## src/rtl/dlx_pkg.sv

```systemverilog
// Definitions shared by the DLX fetch unit, the control decoder and their benches:
// instruction word geometry, field offsets and the canonical nop encoding.
package dlx_pkg;

   localparam int unsigned INSTR_W = 32;
   localparam int unsigned PC_INC  = 4;

   localparam int unsigned OPCODE_LSB = 0;
   localparam int unsigned OPCODE_W   = 6;
   localparam int unsigned RD_LSB     = 6;
   localparam int unsigned RD_W       = 5;
   localparam int unsigned RS1_LSB    = 11;
   localparam int unsigned RS1_W      = 5;
   localparam int unsigned RS2_LSB    = 16;
   localparam int unsigned RS2_W      = 5;
   localparam int unsigned FUNC_LSB   = 27;
   localparam int unsigned FUNC_W     = 5;

   localparam logic [OPCODE_W-1:0] OP_ALU   = 6'h00;
   localparam logic [FUNC_W-1:0]   FUNC_NOP = 5'h15;

   // ALU-class word with every register field zero and the nop function code.
   localparam logic [INSTR_W-1:0] DLX_NOP_WORD =
      {FUNC_NOP, {(FUNC_LSB - OPCODE_W){1'b0}}, OP_ALU};

   typedef enum logic [1:0] {
      RSP_NONE,
      RSP_DROP,
      RSP_ACCEPT
   } rsp_kind_e;

endpackage

```

## src/rtl/dlx_fetch_fifo.sv

```systemverilog
// In-order word queue between instruction memory and decode; the head entry
// is presented combinationally from storage, and flush empties it in one cycle.
module dlx_fetch_fifo #(
   parameter int unsigned DEPTH = 4,
   parameter int unsigned WIDTH = 64
) (
   input  logic                   clk,
   input  logic                   rst_n,
   input  logic                   push,
   input  logic                   pop,
   input  logic                   flush,
   input  logic [WIDTH-1:0]       wdata,
   output logic [WIDTH-1:0]       rdata,
   output logic [$clog2(DEPTH):0] count
);

   localparam int unsigned PW = $clog2(DEPTH);

   logic [WIDTH-1:0] mem [DEPTH];
   logic [PW-1:0]    rd_ptr;
   logic [PW-1:0]    wr_ptr;
   logic             do_pop;

   assign do_pop = pop && (count != '0);

   // NOTE: state registers use non-blocking assignments so every flop samples pre-edge values.
   always_ff @(posedge clk or negedge rst_n) begin
      if (!rst_n) begin
         rd_ptr <= '0;
         wr_ptr <= '0;
         count  <= '0;
      end else if (flush) begin
         rd_ptr <= '0;
         wr_ptr <= '0;
         count  <= '0;
      end else begin
         if (push)   wr_ptr <= wr_ptr + 1'b1;
         if (do_pop) rd_ptr <= rd_ptr + 1'b1;
         case ({push, do_pop})
            2'b10:   count <= count + 1'b1;
            2'b01:   count <= count - 1'b1;
            default: ;
         endcase
      end
   end

   // NOTE: storage is not reset; the head is masked to zero while the queue is empty instead.
   always_ff @(posedge clk) begin
      if (push && !flush) mem[wr_ptr] <= wdata;
   end

   assign rdata = (count != '0) ? mem[rd_ptr] : '0;

endmodule

```

## src/rtl/dlx_fetch.sv

```systemverilog
// DLX instruction fetch: sequential PC generation, pipelined memory requests,
// in-order buffering toward decode and redirect with stale-response discard.
module dlx_fetch
   import dlx_pkg::*;
#(
   parameter int unsigned         PC_WIDTH = 32,
   parameter logic [PC_WIDTH-1:0] RESET_PC = '0,
   parameter int unsigned         DEPTH    = 4
) (
   input  logic                clk,
   input  logic                rst_n,
   output logic                imem_req,
   output logic [PC_WIDTH-1:0] imem_addr,
   input  logic                imem_gnt,
   input  logic                imem_rvalid,
   input  logic [INSTR_W-1:0]  imem_rdata,
   input  logic                branch_taken,
   input  logic [PC_WIDTH-1:0] branch_target,
   output logic                instr_valid,
   output logic [INSTR_W-1:0]  instr,
   output logic [PC_WIDTH-1:0] instr_pc,
   input  logic                instr_ready
);

   localparam int unsigned         CW      = $clog2(DEPTH) + 1;
   localparam int unsigned         SW      = CW + 2;
   localparam logic [PC_WIDTH-1:0] PC_STEP = PC_WIDTH'(PC_INC);

   logic [PC_WIDTH-1:0]         fetch_pc;
   logic [PC_WIDTH-1:0]         rsp_pc;
   logic [PC_WIDTH-1:0]         redirect_pc;
   logic [CW-1:0]               inflight;
   logic [CW-1:0]               drop;
   logic [CW-1:0]               count;
   logic [SW-1:0]               occupancy;
   logic                        active;
   logic                        transfer;
   logic                        accept;
   rsp_kind_e                   rsp_kind;
   logic [INSTR_W+PC_WIDTH-1:0] head;

   assign redirect_pc = {branch_target[PC_WIDTH-1:2], 2'b00};

   // Queued, in-flight and to-be-dropped words together never exceed DEPTH, so a push always fits.
   assign occupancy = SW'(count) + SW'(inflight) + SW'(drop);
   assign imem_req  = active && !branch_taken && (occupancy < SW'(DEPTH));
   assign imem_addr = fetch_pc;
   assign transfer  = imem_req && imem_gnt;

   // NOTE: default assignment first so this combinational block cannot infer a latch.
   always_comb begin
      rsp_kind = RSP_NONE;
      if (imem_rvalid) rsp_kind = (branch_taken || drop != '0) ? RSP_DROP : RSP_ACCEPT;
   end

   assign accept = (rsp_kind == RSP_ACCEPT);

   always_ff @(posedge clk or negedge rst_n) begin
      if (!rst_n) begin
         active   <= 1'b0;
         fetch_pc <= RESET_PC;
         rsp_pc   <= RESET_PC;
         inflight <= '0;
         drop     <= '0;
      end else begin
         active <= 1'b1;
         if (branch_taken) begin
            // Everything still outstanding becomes stale; a response arriving now retires one of them.
            fetch_pc <= redirect_pc;
            rsp_pc   <= redirect_pc;
            inflight <= '0;
            drop     <= drop + inflight - CW'(imem_rvalid);
         end else begin
            if (transfer)                fetch_pc <= fetch_pc + PC_STEP;
            if (accept)                  rsp_pc   <= rsp_pc + PC_STEP;
            if (rsp_kind == RSP_DROP)    drop     <= drop - 1'b1;
            inflight <= inflight + CW'(transfer) - CW'(accept);
         end
      end
   end

   dlx_fetch_fifo #(
      .DEPTH (DEPTH),
      .WIDTH (INSTR_W + PC_WIDTH)
   ) u_fifo (
      .clk   (clk),
      .rst_n (rst_n),
      .push  (accept),
      .pop   (instr_ready),
      .flush (branch_taken),
      .wdata ({imem_rdata, rsp_pc}),
      .rdata (head),
      .count (count)
   );

   assign instr_valid       = (count != '0);
   assign {instr, instr_pc} = head;

endmodule

```

## config.mk

```make
export PLATFORM = sky130hd
export DESIGN_NAME = dlx_fetch
export DESIGN_NICKNAME = d
export VERILOG_FILES = /design/src/rtl/dlx_pkg.sv /design/src/rtl/dlx_fetch_fifo.sv /design/src/rtl/dlx_fetch.sv
export SDC_FILE = /design/constraint.sdc
export NUM_CORES = 1
export LEC_CHECK = 0
export ABC_AREA = 1
export BUFFER_PORTS_ARGS = -buffer_cell sky130_fd_sc_hd__buf_2
export CAP_MARGIN = 15
export CORE_MARGIN = 1.5
export CORE_UTILIZATION = 53
export DETAILED_ROUTE_END_ITERATION = 10
export GPL_TIMING_DRIVEN = 0
export PLACE_DENSITY_LB_ADDON = 0.3
export SYNTH_ARGS = -nofsm -noshare
export SYNTH_HDL_FRONTEND = slang
export SYNTH_SLANG_ARGS = --single-unit
```

## constraint.sdc

```tcl
create_clock -name clk -period 4.1 [get_ports clk]
set_input_delay 0.615 -clock clk [delete_from_list [all_inputs] [get_ports clk]]
set_output_delay 0.615 -clock clk [all_outputs]
set_load 0.01 [all_outputs]
```

# After elaboration in Yosys (flattened, before gate mapping)

Memory sizes are Yosys's and may differ from the RTL's.
Index checks and enable logic that the tools add are counted.

Reductions and logical operators: 14
Magnitude comparators: 1
Multiplexer cells: 18
Eq/ne operators: 4
Add/sub/neg operators: 13

Operators by type and width:

| cell                                                                   | number |
|---|---|
| 32-bit two-way mux                                                     | 4 |
| 32-bit by 3-bit adder with 32-bit output (second input constant)       | 2 |
| 64-bit two-way mux                                                     | 1 |
| 2-bit two-way mux                                                      | 6 |
| 3-bit two-way mux                                                      | 4 |
| 3-bit nonzero test                                                     | 3 |
| 2-bit nonzero test                                                     | 4 |
| 3-bit one-hot mux with 2 select lines                                  | 1 |
| 3-bit by 1-bit subtractor with 3-bit output                            | 2 |
| 3-bit by 1-bit subtractor with 3-bit output (second input constant)    | 2 |
| 4-bit by 3-bit adder with 5-bit output                                 | 1 |
| 1-bit logical AND                                                      | 5 |
| 5-bit by 3-bit < comparator with 1-bit output (second input constant)  | 1 |
| 2-bit by 1-bit adder with 2-bit output (second input constant)         | 2 |
| 3-bit by 3-bit adder with 4-bit output                                 | 1 |
| 2-bit by 1-bit equality test with 1-bit output (second input constant) | 2 |
| 2-bit equality test (second input constant)                            | 2 |
| 3-bit by 1-bit adder with 3-bit output                                 | 1 |
| 3-bit by 1-bit adder with 3-bit output (second input constant)         | 1 |
| 3-bit adder                                                            | 1 |
| 1-bit two-way mux                                                      | 2 |
| 1-bit logical NOT                                                      | 1 |
| 1-bit logical OR                                                       | 1 |

Bits in writable memories: 256
Memories: 1
Logic and storage cells: 59
Register bits: 78

Memory list:

| memory     | depth | width | read ports | clocked after memory_dff | write ports | RTL line             | source |
|---|---|---|---|---|---|---|---|
| u_fifo.mem | 4     | 64    | 1          | 0                        | 1           | dlx_fetch_fifo.sv:19 | `logic [WIDTH-1:0] mem [DEPTH];` |

# Longest topological paths before layout

Gate-level depths: netlist of the first run.

Depth in word-level cells: 8
Mapped depth: 17

# Modules after synthesis

Synthesis of the first run repeated with hierarchy kept, for this count alone.

Cell total of the unflattened synthesis: 1573
Area, all modules: 15337.2 µm²

Modules (own cells, without submodules):

| module         | cells an instance | area an instance (µm²) | seq. area each (µm²) | instances |
|---|---|---|---|---|
| dlx_fetch_fifo | 819               | 10358.7                | 7862.5               | 1 |
| dlx_fetch      | 754               | 4978.5                 | 1676.6               | 1 |

# Worst setup path after synthesis of the first run

OpenSTA, ideal clock, no wires.

Kind: register to register
Start point: register drop[1]
End point: memory u_fifo.mem[0][10], enable pin
Library setup time: 0.482 ns
Path buffers: 0
Path slack: -0.054 ns
Stages on the path, launching flop included: 7
Arrival: 3.672 ns
Path through: dfrtp_1 inv_1 ha_1 nand3_2 nor2_4 inv_2 nor2_1

Cells in the longest elaborated chain, start to end: 8

Ends and longest elaborated chain:

| element                                 | RTL line             | source |
|---|---|---|
| start, declared                         | dlx_fetch.sv:33      | `logic [CW-1:0] drop;` |
| start signal, assigned                  | dlx_fetch.sv:72      | `drop <= drop + inflight - CW'(imem_rvalid);` |
| start signal, assigned                  | dlx_fetch.sv:76      | `if (rsp_kind == RSP_DROP) drop <= drop - 1'b1;` |
| 3-bit nonzero test                      | dlx_fetch.sv:53      | `if (imem_rvalid) rsp_kind = (branch_taken \|\| drop != '0) ? RSP_DROP : RSP_ACCEPT;` |
| 1-bit logical OR                        | dlx_fetch.sv:53      |  |
| 2-bit two-way mux (2 in a row)          | dlx_fetch.sv:53      |  |
| 2-bit equality test                     | dlx_fetch.sv:56      | `assign accept = (rsp_kind == RSP_ACCEPT);` |
| 1-bit logical AND                       | dlx_fetch_fifo.sv:49 | `if (push && !flush) mem[wr_ptr] <= wdata;` |
| 1-bit two-way mux                       | dlx_fetch_fifo.sv:49 |  |
| 1-bit two-way mux (not written as such) | dlx_fetch_fifo.sv:49 |  |
| end, declared                           | dlx_fetch_fifo.sv:19 |  |

No other way between the ends.

# Worst setup path after layout of the first run

Start point: register inflight[1]
End point: register inflight[2]

Cells in the longest elaborated chain, start to end: 8

Ends and longest elaborated chain:

| element                                         | RTL line        | source |
|---|---|---|
| start, declared                                 | dlx_fetch.sv:32 | `logic [CW-1:0] inflight;` |
| start signal, assigned                          | dlx_fetch.sv:77 | `inflight <= inflight + CW'(transfer) - CW'(accept);` |
| 3-bit by 3-bit adder with 4-bit output          | dlx_fetch.sv:45 | `assign occupancy = SW'(count) + SW'(inflight) + SW'(drop);` |
| 4-bit by 3-bit adder with 5-bit output          | dlx_fetch.sv:45 |  |
| 5-bit by 3-bit < comparator with 1-bit output   | dlx_fetch.sv:46 | `assign imem_req = active && !branch_taken && (occupancy < SW'(DEPTH));` |
| 1-bit logical AND                               | dlx_fetch.sv:46 |  |
| 1-bit logical AND                               | dlx_fetch.sv:48 | `assign transfer = imem_req && imem_gnt;` |
| 3-bit by 1-bit adder with 3-bit output (*)      | dlx_fetch.sv:77 |  |
| 3-bit by 1-bit subtractor with 3-bit output (*) | dlx_fetch.sv:77 |  |
| 3-bit two-way mux (*)                           | dlx_fetch.sv:67 | `if (branch_taken) begin` |

Every way passes the cells marked *; elsewhere a longest branch is shown, timed or not.
A chain may end at the register's enable or synchronous reset.

==> results of run 1 <==
[where the power goes]
group	leakage, nW	switching [mW]	internal [mW]
registers	3.15	0.329	3.84
logic	3.38	1.86	0.988
clock network	0.543	1.21	1.87
total	7.08	3.40	6.69
[per-layer routing]
metal	vias up	track usage
met5	-	0
met4	0	0.08581
met3	73	0.03678
met2	493	0.4390
met1	5481	0.3598
li1	5606	-
[cell type report]
type / count / area [um^2]
fillers: 2254 / 10170
flip-flops and latches: 322 / 9299
multi-input cells: 1062 / 4989
repair buffers: 169 / 1021
clock buffers: 49 / 948.4
well taps: 378 / 473.0
inverters: 108 / 406.6
plain buffers: 67 / 306.5
clock inverters: 12 / 168.9
[worst paths after layout]
kind,startpoint,to,cells after the start
setup / recovery,inflight[1],inflight[2],14
hold reg to reg,rsp_pc[29],u_fifo.mem[1][29],0
setup reg to reg,inflight[1],inflight[2],14
hold / removal,rst_n,imem_addr[30],1
max in group asynchronous,rst_n,u_fifo.rd_ptr[1],2
min in group clk,imem_rdata[25],u_fifo.mem[0][57],1
[cell families after synthesis]
group | synth area share
other | 0.0005020
flip-flops | 0.6216
XOR/XNOR | 0.01464
AO/OA/AOI/OAI | 0.09033
AND/OR/NAND/NOR | 0.2038
adder cells (fa/ha/maj) | 0.02141
buffers and inverters | 0.04767
[critical path, delay by kind of cell (launching register included)]
kind,cells,cell delay [ps]
flops,1,420
fa+ha+maj,5,1790
compound gates,2,490
simple gates,2,230
buf+inv,4,460
xor+xnor,1,170
[sequential cells by signal (all words and copies together), names as in the netlist]
signal and count:
u_fifo.wr_ptr 2, u_fifo.mem 248, u_fifo.count 3, imem_addr 30, inflight 3, drop 3
rsp_pc 30, u_fifo.rd_ptr 2, active 1
[stage by stage]
step | setup WS, ps | TNS [ps]
6_report | 404.5 | 0
5_1_grt | 215.8 | 0
4_1_cts | 395.2 | 0
3_5_place_dp | 454.4 | 0
3_3_place_gp | -2314 | -550200
2_1_floorplan | -54.08 | -13410
[cell usage in the layout, fill, tap and decap left out, types with 4 or more instances in the layout]
| master | instances |
|---|---|
| sky130_fd_sc_hd__nand3b_1 | 11 |
| sky130_fd_sc_hd__buf_1 | 9 |
| sky130_fd_sc_hd__o21ai_1 | 11 |
| sky130_fd_sc_hd__nand2_1 | 291 |
| sky130_fd_sc_hd__nor2_4 | 5 |
| sky130_fd_sc_hd__inv_2 | 8 |
| sky130_fd_sc_hd__a21oi_1 | 72 |
| sky130_fd_sc_hd__clkinv_2 | 5 |
| sky130_fd_sc_hd__xnor2_1 | 5 |
| sky130_fd_sc_hd__buf_12 | 4 |
| sky130_fd_sc_hd__xor2_1 | 20 |
| sky130_fd_sc_hd__o21ai_0 | 160 |
| sky130_fd_sc_hd__clkbuf_16 | 35 |
| sky130_fd_sc_hd__nand4_1 | 4 |
| sky130_fd_sc_hd__bufinv_16 | 4 |
| sky130_fd_sc_hd__buf_4 | 6 |
| sky130_fd_sc_hd__inv_1 | 99 |
| sky130_fd_sc_hd__fa_1 | 6 |
| sky130_fd_sc_hd__nand2_2 | 4 |
| sky130_fd_sc_hd__clkbuf_1 | 46 |
| sky130_fd_sc_hd__nor3_1 | 6 |
| sky130_fd_sc_hd__nor2_1 | 345 |
| sky130_fd_sc_hd__nand3_1 | 77 |
| sky130_fd_sc_hd__ha_1 | 16 |
| sky130_fd_sc_hd__edfxtp_1 | 248 |
| sky130_fd_sc_hd__conb_1 | 5 |
| sky130_fd_sc_hd__buf_2 | 176 |
| sky130_fd_sc_hd__buf_16 | 5 |
| sky130_fd_sc_hd__o211ai_1 | 5 |
| sky130_fd_sc_hd__dfrtp_1 | 74 |
==> impl_metrics.csv, run 1 <==
group,metric,value,unit
global_route,first_global_vias,11120,
clock_tree,post-cts-setup-buffer-count,0,
pwr,total_leakage_power,7.077,nW
timing,fin_worst_skew,8.917,ps
setup_path,kind_of_start_point_of_the_critical_path,"register",
placed_design,dp.cells,2106,
clock_tree,cts-root-to-sink-buffers,3,
clock_tree,cts.reportedPaths.clkPinSlew,60,ps
setup_path,slowest_cell_on_the_critical_path,"sky130_fd_sc_hd__fa_1",
route,via_per_inst,5.377,
pwr,total_power,10.10,mW
synth,count_of_flip_flops_with_a_built_in_enable_after_synthesis,248,
setup_path,r2r_setup_slack,400,ps
final_layout,final_design_utilization,0.6339,
timing,setup-violations-final,0,
final_layout,antenna_cells,0,
synth,post_synth_instance_area,14960,um^2
synth,post_synth_main_area_contributors,"sky130_fd_sc_hd__edfxtp_1 50%, sky130_fd_sc_hd__dfrtp_1 12%, sky130_fd_sc_hd__nor2_1 8.8%",
floorplan,placementRows,61,
clock_tree,cts_sinks,322,
floorplan,num_io_pins,168,
clock_tree,cts.root.buffer_cell,"sky130_fd_sc_hd__clkbuf_16",
setup_path,crit_path_max_fanout,10,
setup_path,timing.critical_path.arrival,4050,ps
final_layout,final_instance_count_without_filler_cells,2167,
route,detail_route.wl_per_cell,17.60,um
global_route,antenna_violations_before_repair,0,
route,drt-total-wl,38130,um
final_layout,area.growth.synth_to_final,17.73,%
global_route,grt_max_degree,45,
status,run_status,"completed",
pwr,p_per_area,573.3,nW/um^2
synth,yosysWarnings,0,
setup_path,cpPeakStageDelay,510,ps
clock_tree,clock_insertion_delay_worst_skew,500,ps
synth,synthDistinctLibCells,38,
clock_tree,ctsHtreeMaxLevel,2,
placed_design,dpl_cell_area,16490,um^2
floorplan,design.core.area,27780,um^2
timing,timing.hold.ws,56.91,ps
timing,setup_repair_after_global_routing_missed_its_margin,"no",
route,wl_met2,18200,um
final_layout,fraction_of_final_layout_cells_sized_beyond_drive_strength_1,0.1498,
synth,synth_largest_type_area_fraction,0.4978,
clock_tree,tritoncts,"built",
global_route,first_pass_grt_wire_length,58660,um
placed_design,routabilityCongestion,0.9154,
global_route,grt_util_all_layers,0.2642,
timing,period_share,0.9013,
placed_design,port_buffers,160,
global_route,gr-total-overflow,0,
floorplan,die_h,171.0,um
route,route.antenna.remaining_nets,0,
synth,synth_top_area_cell,"sky130_fd_sc_hd__edfxtp_1",
timing,timing_hold_violations_final,0,
timing,final-max-slew-violation-count,0,
timing,max_clock_freq,0.2706,GHz
pwr,vdd.ir_drop.worst,0.2742,mV
synth,asyncSetResetFlopFracSynth,0.2298,
timing,slew_headroom,0.4689,
synth,yosys.cell_count.top_type,"sky130_fd_sc_hd__nor2_1",
final_layout,fin_nets,1856,
route,pre_antenna_drt_iters,5,
clock_tree,ctsResizeCount,0,
clock_tree,tritoncts.num_buffers,34,
timing,timing.final.crit_period,3696,ps
route,routed_length_on_met3,2985,um
job,maxCapViolCount,0,
floorplan,initial_utilization,0.5385,
final_layout,post_layout_instance_area,17610,um^2
placed_design,detailedPlacementHpwl,26460,um
clock_tree,cts_hold_buffers,0,
synth,ys_seq_area_frac,0.6216,
setup_path,critical_path.cell_chain,"inv_1 > fa_1 > a21oi_1 > fa_1 > a211oi_4 > nand3_4 > buf_2 > ha_1 > inv_1 > ha_1 > inv_1 > fa_1 > xor2_1 > nor2_1",
synth,synth.ff_latch_count,322,
floorplan,die_width,171.0,um
synth,synthesis.area_per_instance,9.614,um^2
synth,postSynthCellCount,1556,
setup_path,critical_path_required,4460,ps
route,met1Wirelength,15890,um
synth,synth_common_cells,"349 x sky130_fd_sc_hd__nor2_1, 291 x sky130_fd_sc_hd__nand2_1, 248 x sky130_fd_sc_hd__edfxtp_1, 160 x sky130_fd_sc_hd__o21ai_0, 99 x sky130_fd_sc_hd__inv_1",
route,number_of_vias_in_the_routed_layout,11650,
route,routed.top_layer,"met4",
route,remaining_drc_errors,0,
route,drt_iter0_drc,1037,
setup_path,end_kind,"register",
floorplan,die_outline_area,29240,um^2
synth,ys_dominant_reg_cell,"sky130_fd_sc_hd__edfxtp_1",
timing,worst_slew_pin_slew,794.8,ps
hold_path,worst_hold_path_type,"input port to asynchronous set/reset pin",
setup_path,critical_path_class,"register to register",
No activity file was read; power rests on OpenSTA's default activity.
==> inputs of run 2 (changes only) <==
- RECOVER_POWER: default -> 100
==> impl_metrics.csv, run 2 (synthesized netlist as in run 1, its figures left out) <==
group,metric,value,unit
final_layout,layout.cells.most_common_list,"347 x sky130_fd_sc_hd__nor2_1, 295 x sky130_fd_sc_hd__nand2_1, 248 x sky130_fd_sc_hd__edfxtp_1",
timing,final-max-slew-violation-count,31,
setup_path,timing.critical_path.arrival,3890,ps
floorplan,num_io_pins,168,
placed_design,routabilityCongestion,0.9154,
pwr,vdd.ir_drop.worst,0.2589,mV
timing,timing.final.crit_period,3697,ps
timing,period_share,0.9017,
route,pre_antenna_drt_iters,7,
clock_tree,ctsHtreeMaxLevel,2,
global_route,grt_util_all_layers,0.2642,
route,remaining_drc_errors,0,
final_layout,final_instance_count_without_filler_cells,2167,
final_layout,post_layout_instance_area,17380,um^2
placed_design,dpl_cell_area,16490,um^2
placed_design,port_buffers,160,
setup_path,end_kind,"register",
pwr,total_power,9.965,mW
final_layout,top_register,"u_fifo.mem",
clock_tree,tritoncts,"built",
floorplan,initial_utilization,0.5385,
setup_path,slowest_cell_on_the_critical_path,"sky130_fd_sc_hd__nor2_2",
final_layout,fin_nets,1856,
timing,worst_slew_pin_slew,1897,ps
setup_path,critical_path.most_common_cell,"sky130_fd_sc_hd__inv_1",
route,number_of_vias_in_the_routed_layout,11680,
clock_tree,post-cts-setup-buffer-count,0,
global_route,first_global_vias,11120,
timing,timing.hold.ws,376.4,ps
global_route,grt_max_degree,45,
final_layout,fillers,2339,
placed_design,dp.cells,2106,
final_layout,largest_reg_flops,248,
setup_path,kind_of_start_point_of_the_critical_path,"register",
timing,timing_hold_violations_final,0,
final_layout,fraction_of_final_layout_cells_sized_beyond_drive_strength_1,0.07211,
route,drt-total-wl,38210,um
route,route.antenna.remaining_nets,0,
floorplan,design.core.area,27780,um^2
placed_design,detailedPlacementHpwl,26460,um
clock_tree,cts_hold_buffers,0,
clock_tree,cts.root.buffer_cell,"sky130_fd_sc_hd__clkbuf_16",
timing,setup-violations-final,0,
floorplan,die_outline_area,29240,um^2
floorplan,die_width,171.0,um
setup_path,critical_path_startpoint,"drop[0]",
clock_tree,cts_sinks,322,
clock_tree,ctsResizeCount,0,
timing,slew_headroom,-0.2650,
setup_path,cpPeakStageDelay,1150,ps
timing,setup_repair_after_global_routing_missed_its_margin,"no",
setup_path,critical_path_class,"register to register",
global_route,first_pass_grt_wire_length,58660,um
pwr,p_per_area,573.5,nW/um^2
setup_path,crit_path_max_fanout,23,
route,via_per_inst,5.390,
hold_path,worst_hold_path_type,"input port to register",
floorplan,die_h,171.0,um
clock_tree,clock_insertion_delay_worst_skew,500,ps
setup_path,crit-reg2reg-launch,"drop[0]",
pwr,total_leakage_power,6.649,nW
job,maxCapViolCount,1,
hold_path,min-delay-start,"imem_rdata[9]",
setup_path,critical_path.cell_chain,"inv_1 > ha_1 > nand3_1 > nor2_1 > inv_1 > nor2_2 > buf_12",
setup_path,critical_path_required,4290,ps
final_layout,antenna_cells,0,
status,failed_checks,"max-capacitance violations, max-slew violations",
floorplan,placementRows,61,
clock_tree,tritoncts.num_buffers,34,
timing,fin_worst_skew,9.166,ps
timing,max_clock_freq,0.2705,GHz
timing,fin_tns_setup,0,ps
status,run_status,"complete, but fails checks",
global_route,gr-total-overflow,0,
final_layout,area.growth.synth_to_final,16.15,%
clock_tree,cts-root-to-sink-buffers,3,
clock_tree,cts.reportedPaths.clkPinSlew,60,ps
route,drt_iter0_drc,1023,
global_route,antenna_violations_before_repair,0,
final_layout,mostFrequentLayoutCell,"sky130_fd_sc_hd__nor2_1",
route,detail_route.wl_per_cell,17.63,um
-- run 2: cell types whose count changed in the layout (fill, tap and decap cells not counted), moves of 4 or more --
cell / previous run / this run
sky130_fd_sc_hd__buf_2: 176 / 50
sky130_fd_sc_hd__clkbuf_1: 46 / 177
sky130_fd_sc_hd__nand2_1: 291 / 295
sky130_fd_sc_hd__nor2_2: 3 / 7
sky130_fd_sc_hd__nor2_4: 5 / 0
sky130_fd_sc_hd__o21ai_0: 160 / 169
sky130_fd_sc_hd__o21ai_1: 11 / 2
-- run 2: per-stage QoR --
step                      utilization  setup slack, ps
after global placement         0.5847            -2314
after detailed placement       0.5937            454.4
after floorplan                     -           -54.08
after global routing           0.6254            172.2
final                          0.6254            403.2
after CTS                      0.6339            395.2
-- run 2: path summary, 6_finish.rpt --
| check | to | slack [ps] | depth (start not counted) |
|---|---|---|---|
| max | u_fifo.mem[0][42] | 400 | 7 |
| min | u_fifo.mem[3][41] | 380 | 1 |
| max reg2reg | u_fifo.mem[0][42] | 400 | 7 |
| min reg2reg | u_fifo.mem[0][31] | 570 | 0 |
| max in group asynchronous | u_fifo.count[2] | 2360 | 1 |
| min in group asynchronous | imem_addr[30] | 630 | 1 |
-- run 2: report_power, final --
| group | switching [mW] | internal, mW | leakage (nW) |
|---|---|---|---|
| logic | 1.85 | 0.866 | 2.95 |
| registers | 0.332 | 3.84 | 3.15 |
| clock network | 1.21 | 1.87 | 0.543 |
| total | 3.39 | 6.57 | 6.65 |
-- run 2: routing by layer --
| metal | part of all wire | wire length [um] | global-route usage | up-vias |
|---|---|---|---|---|
| met2 | 0.48 | 18240 | 0.4390 | 506 |
| met4 | 0.027 | 1045 | 0.08581 | 0 |
| met5 | 0 | 0 | 0 | - |
| met1 | 0.42 | 15920 | 0.3598 | 5496 |
| met3 | 0.079 | 3013 | 0.03678 | 71 |
| li1 | - | - | - | 5607 |
-- run 2: area by class of cell --
class                      instances  area [um^2]  share of cell area
clock inverter                    12        168.9            0.009721
buffer                            67        286.5             0.01649
inverter                         108        406.6             0.02340
multi-input combinational       1062         4925              0.2834
clock buffer                      49        948.4             0.05458
sequential                       322         9299              0.5352
tap                              378        473.0             0.02722
timing repair buffer             169        868.3             0.04997
-- run 2: worst max-delay path: cells and delay by family, from the launching register on --
family                     cells  cell delay, ps
adders and majority gates      1             200
buffers and inverters          3             850
DFF                            1             390
and+or+nand+nor                3            1930
==> inputs of run 3 (changes only) <==
- BUFFER_PORTS_ARGS: -buffer_cell sky130_fd_sc_hd__buf_2 -> -buffer_cell sky130_fd_sc_hd__clkbuf_2
- SYNTH_HIERARCHICAL: default -> 1
==> impl_metrics.csv, run 3 <==
group,metric,value,unit
placed_design,detailedPlacementHpwl,26010,um
clock_tree,cts.reportedPaths.clkPinSlew,60,ps
final_layout,fin_nets,1883,
clock_tree,ctsHtreeMaxLevel,2,
floorplan,die_h,173.1,um
route,remaining_drc_errors,0,
status,failed_checks,"max-capacitance violations, max-slew violations",
final_layout,layout.cells.most_common_list,"371 x sky130_fd_sc_hd__nor2_1, 309 x sky130_fd_sc_hd__nand2_1, 256 x sky130_fd_sc_hd__edfxtp_1",
global_route,first_pass_grt_wire_length,60790,um
timing,setup_repair_after_global_routing_missed_its_margin,"no",
clock_tree,tritoncts,"built",
timing,final-max-slew-violation-count,77,
placed_design,routabilityCongestion,1.014,
final_layout,area.growth.synth_to_final,15.33,%
global_route,grt_max_degree,41,
final_layout,antenna_cells,0,
setup_path,kind_of_start_point_of_the_critical_path,"register",
global_route,antenna_violations_before_repair,0,
pwr,total_leakage_power,6.741,nW
final_layout,fillers,2334,
clock_tree,tritoncts.num_buffers,35,
clock_tree,cts_sinks,330,
synth,ys_dominant_reg_cell,"sky130_fd_sc_hd__edfxtp_1",
synth,post_synth_main_area_contributors,"sky130_fd_sc_hd__edfxtp_1 50%, sky130_fd_sc_hd__dfrtp_1 12%, sky130_fd_sc_hd__nor2_1 9.1%",
route,number_of_vias_in_the_routed_layout,11950,
route,drt-total-wl,38520,um
setup_path,timing.critical_path.arrival,4050,ps
route,detail_route.wl_per_cell,17.50,um
synth,ys_seq_area_frac,0.6220,
synth,asyncSetResetFlopFracSynth,0.2242,
clock_tree,cts_hold_buffers,0,
synth,post_synth_instance_area,15340,um^2
final_layout,largest_reg_flops,256,
clock_tree,ctsResizeCount,0,
synth,count_of_flip_flops_with_a_built_in_enable_after_synthesis,256,
floorplan,num_io_pins,168,
timing,timing.final.crit_period,3818,ps
timing,max_clock_freq,0.2619,GHz
setup_path,critical_path.cell_chain,"inv_1 > ha_1 > nand4_1 > inv_1 > nand2_1 > nor2_2 > buf_12 > buf_16",
pwr,total_power,10.19,mW
route,drt_iter0_drc,1012,
global_route,grt_util_all_layers,0.2587,
synth,yosys.cell_count.top_type,"sky130_fd_sc_hd__nor2_1",
timing,final_critical_path_setup_slack,282.4,ps
placed_design,port_buffers,163,
setup_path,slowest_cell_on_the_critical_path,"sky130_fd_sc_hd__nor2_2",
timing,slew_headroom,-0.2886,
setup_path,crit_path_max_fanout,27,
route,route.antenna.remaining_nets,0,
final_layout,top_register,"u_fifo/mem",
job,maxCapViolCount,2,
global_route,gr-total-overflow,0,
route,pre_antenna_drt_iters,5,
timing,setup-violations-final,0,
clock_tree,clock_insertion_delay_worst_skew,530,ps
synth,synthesis.area_per_instance,9.750,um^2
timing,period_share,0.9311,
floorplan,initial_utilization,0.5358,
timing,timing_hold_violations_final,0,
synth,synth_common_cells,"372 x sky130_fd_sc_hd__nor2_1, 308 x sky130_fd_sc_hd__nand2_1, 256 x sky130_fd_sc_hd__edfxtp_1, 147 x sky130_fd_sc_hd__o21ai_0, 81 x sky130_fd_sc_hd__nand3_1",
status,run_status,"complete, but fails checks",
floorplan,die_width,173.1,um
floorplan,design.core.area,28630,um^2
synth,synth_largest_type_area_fraction,0.5012,
timing,fin_worst_skew,21.64,ps
hold_path,worst_hold_path_type,"input port to register",
setup_path,end_kind,"register",
placed_design,dpl_worst_slack,371.6,ps
synth,synth_top_area_cell,"sky130_fd_sc_hd__edfxtp_1",
clock_tree,cts-root-to-sink-buffers,3,
final_layout,mostFrequentLayoutCell,"sky130_fd_sc_hd__nor2_1",
pwr,p_per_area,576.0,nW/um^2
setup_path,critical_path_class,"register to register",
synth,synthDistinctLibCells,41,
global_route,first_global_vias,11600,
route,via_per_inst,5.428,
floorplan,die_outline_area,29970,um^2
floorplan,placementRows,62,
setup_path,critical_path.most_common_cell,"sky130_fd_sc_hd__inv_1",
synth,synth.ff_latch_count,330,
setup_path,r2r_setup_slack,280,ps
synth,yosysWarnings,6,
pwr,vdd.ir_drop.worst,0.3036,mV
clock_tree,cts.root.buffer_cell,"sky130_fd_sc_hd__clkbuf_16",
synth,postSynthCellCount,1573,
timing,worst_slew_pin_slew,1933,ps
final_layout,fraction_of_final_layout_cells_sized_beyond_drive_strength_1,0.07925,
clock_tree,post-cts-setup-buffer-count,0,
setup_path,cpPeakStageDelay,1130,ps
setup_path,critical_path_required,4330,ps
## run 3: changes by cell type in the layout (fill, tap and decap cells not counted), sizes merged, moves of 15 or more
cell    before  now
nand2      296  311
o21ai      171  155
inv        109   75
nor2       354  378
buf         71   46
clkbuf     214  237
## run 3: report_power, final
part	internal (mW)	switching [mW]	total, mW	leakage [nW]
clock network	1.72	1.25	2.96	0.529
logic	0.964	1.98	2.95	3.00
registers	3.90	0.375	4.28	3.21
total	6.58	3.61	10.2	6.74
## run 3: layout make-up
| cell class | count | area (um^2) | share of cell area |
|---|---|---|---|
| sequential | 330 | 9539 | 0.5393 |
| multi-input combinational | 1111 | 5166 | 0.2921 |
| clock buffer | 45 | 954.7 | 0.05397 |
| timing repair buffer | 172 | 797.0 | 0.04506 |
| tap | 384 | 480.5 | 0.02716 |
| buffer | 67 | 335.3 | 0.01896 |
| inverter | 74 | 282.8 | 0.01599 |
| clock inverter | 18 | 132.6 | 0.007498 |
## run 3: cells by family (layout without fill, tap and decap cells)
group | Yosys count | after routing | share of synthesized area
fa+ha+maj | 22 | 22 | 0.02088
xor+xnor | 30 | 30 | 0.01713
simple gates | 799 | 799 | 0.2121
other cells | 2 | 11 | 0.0004897
buf+inv | 141 | 376 | 0.04283
compound gates | 249 | 249 | 0.08460
flops | 330 | 330 | 0.6220
## run 3: final timing paths
path | startpoint | to | cells past startpoint
max in group asynchronous | rst_n | rsp_pc[14] | 2
worst min-delay path | imem_rdata[20] | u_fifo/mem[1][52] | 1
worst max-delay path | drop[1] | u_fifo/mem[3][39] | 8
worst min register to register | u_fifo/wr_ptr[1] | u_fifo/wr_ptr[1] | 2
worst max register to register | drop[1] | u_fifo/mem[3][39] | 8
min in group asynchronous | rst_n | imem_addr[30] | 1
## run 3: through the flow
step	utilization	hold slack (ps)	TNS [ps]	instance area, um^2	cells
2_1_floorplan	-	319.4	-93040	15370	1582
3_3_place_gp	0.5823	513.1	-729100	16670	2129
3_5_place_dp	0.5905	539.2	0	16900	2138
4_1_cts	0.6285	92.87	0	17990	2201
5_1_grt	0.6179	343.5	0	17690	2201
6_report	0.6179	343.1	0	17690	2201
## run 3: critical path: cells and delay by family, from the launching register on
family        cells  cell delay (ps)
simple gates      3             1770
fa+ha+maj         1              230
buf+inv           4             1140
flops             1              370
## run 3: metal layers
metal  vias to the layer above  GRT usage  wire [um]
met2                       568     0.4306      18380
met3                        80    0.03540       3056
met4                         0    0.09203        973
met5                         -          0          0
met1                      5578     0.3506      16110
li1                       5721          -          -
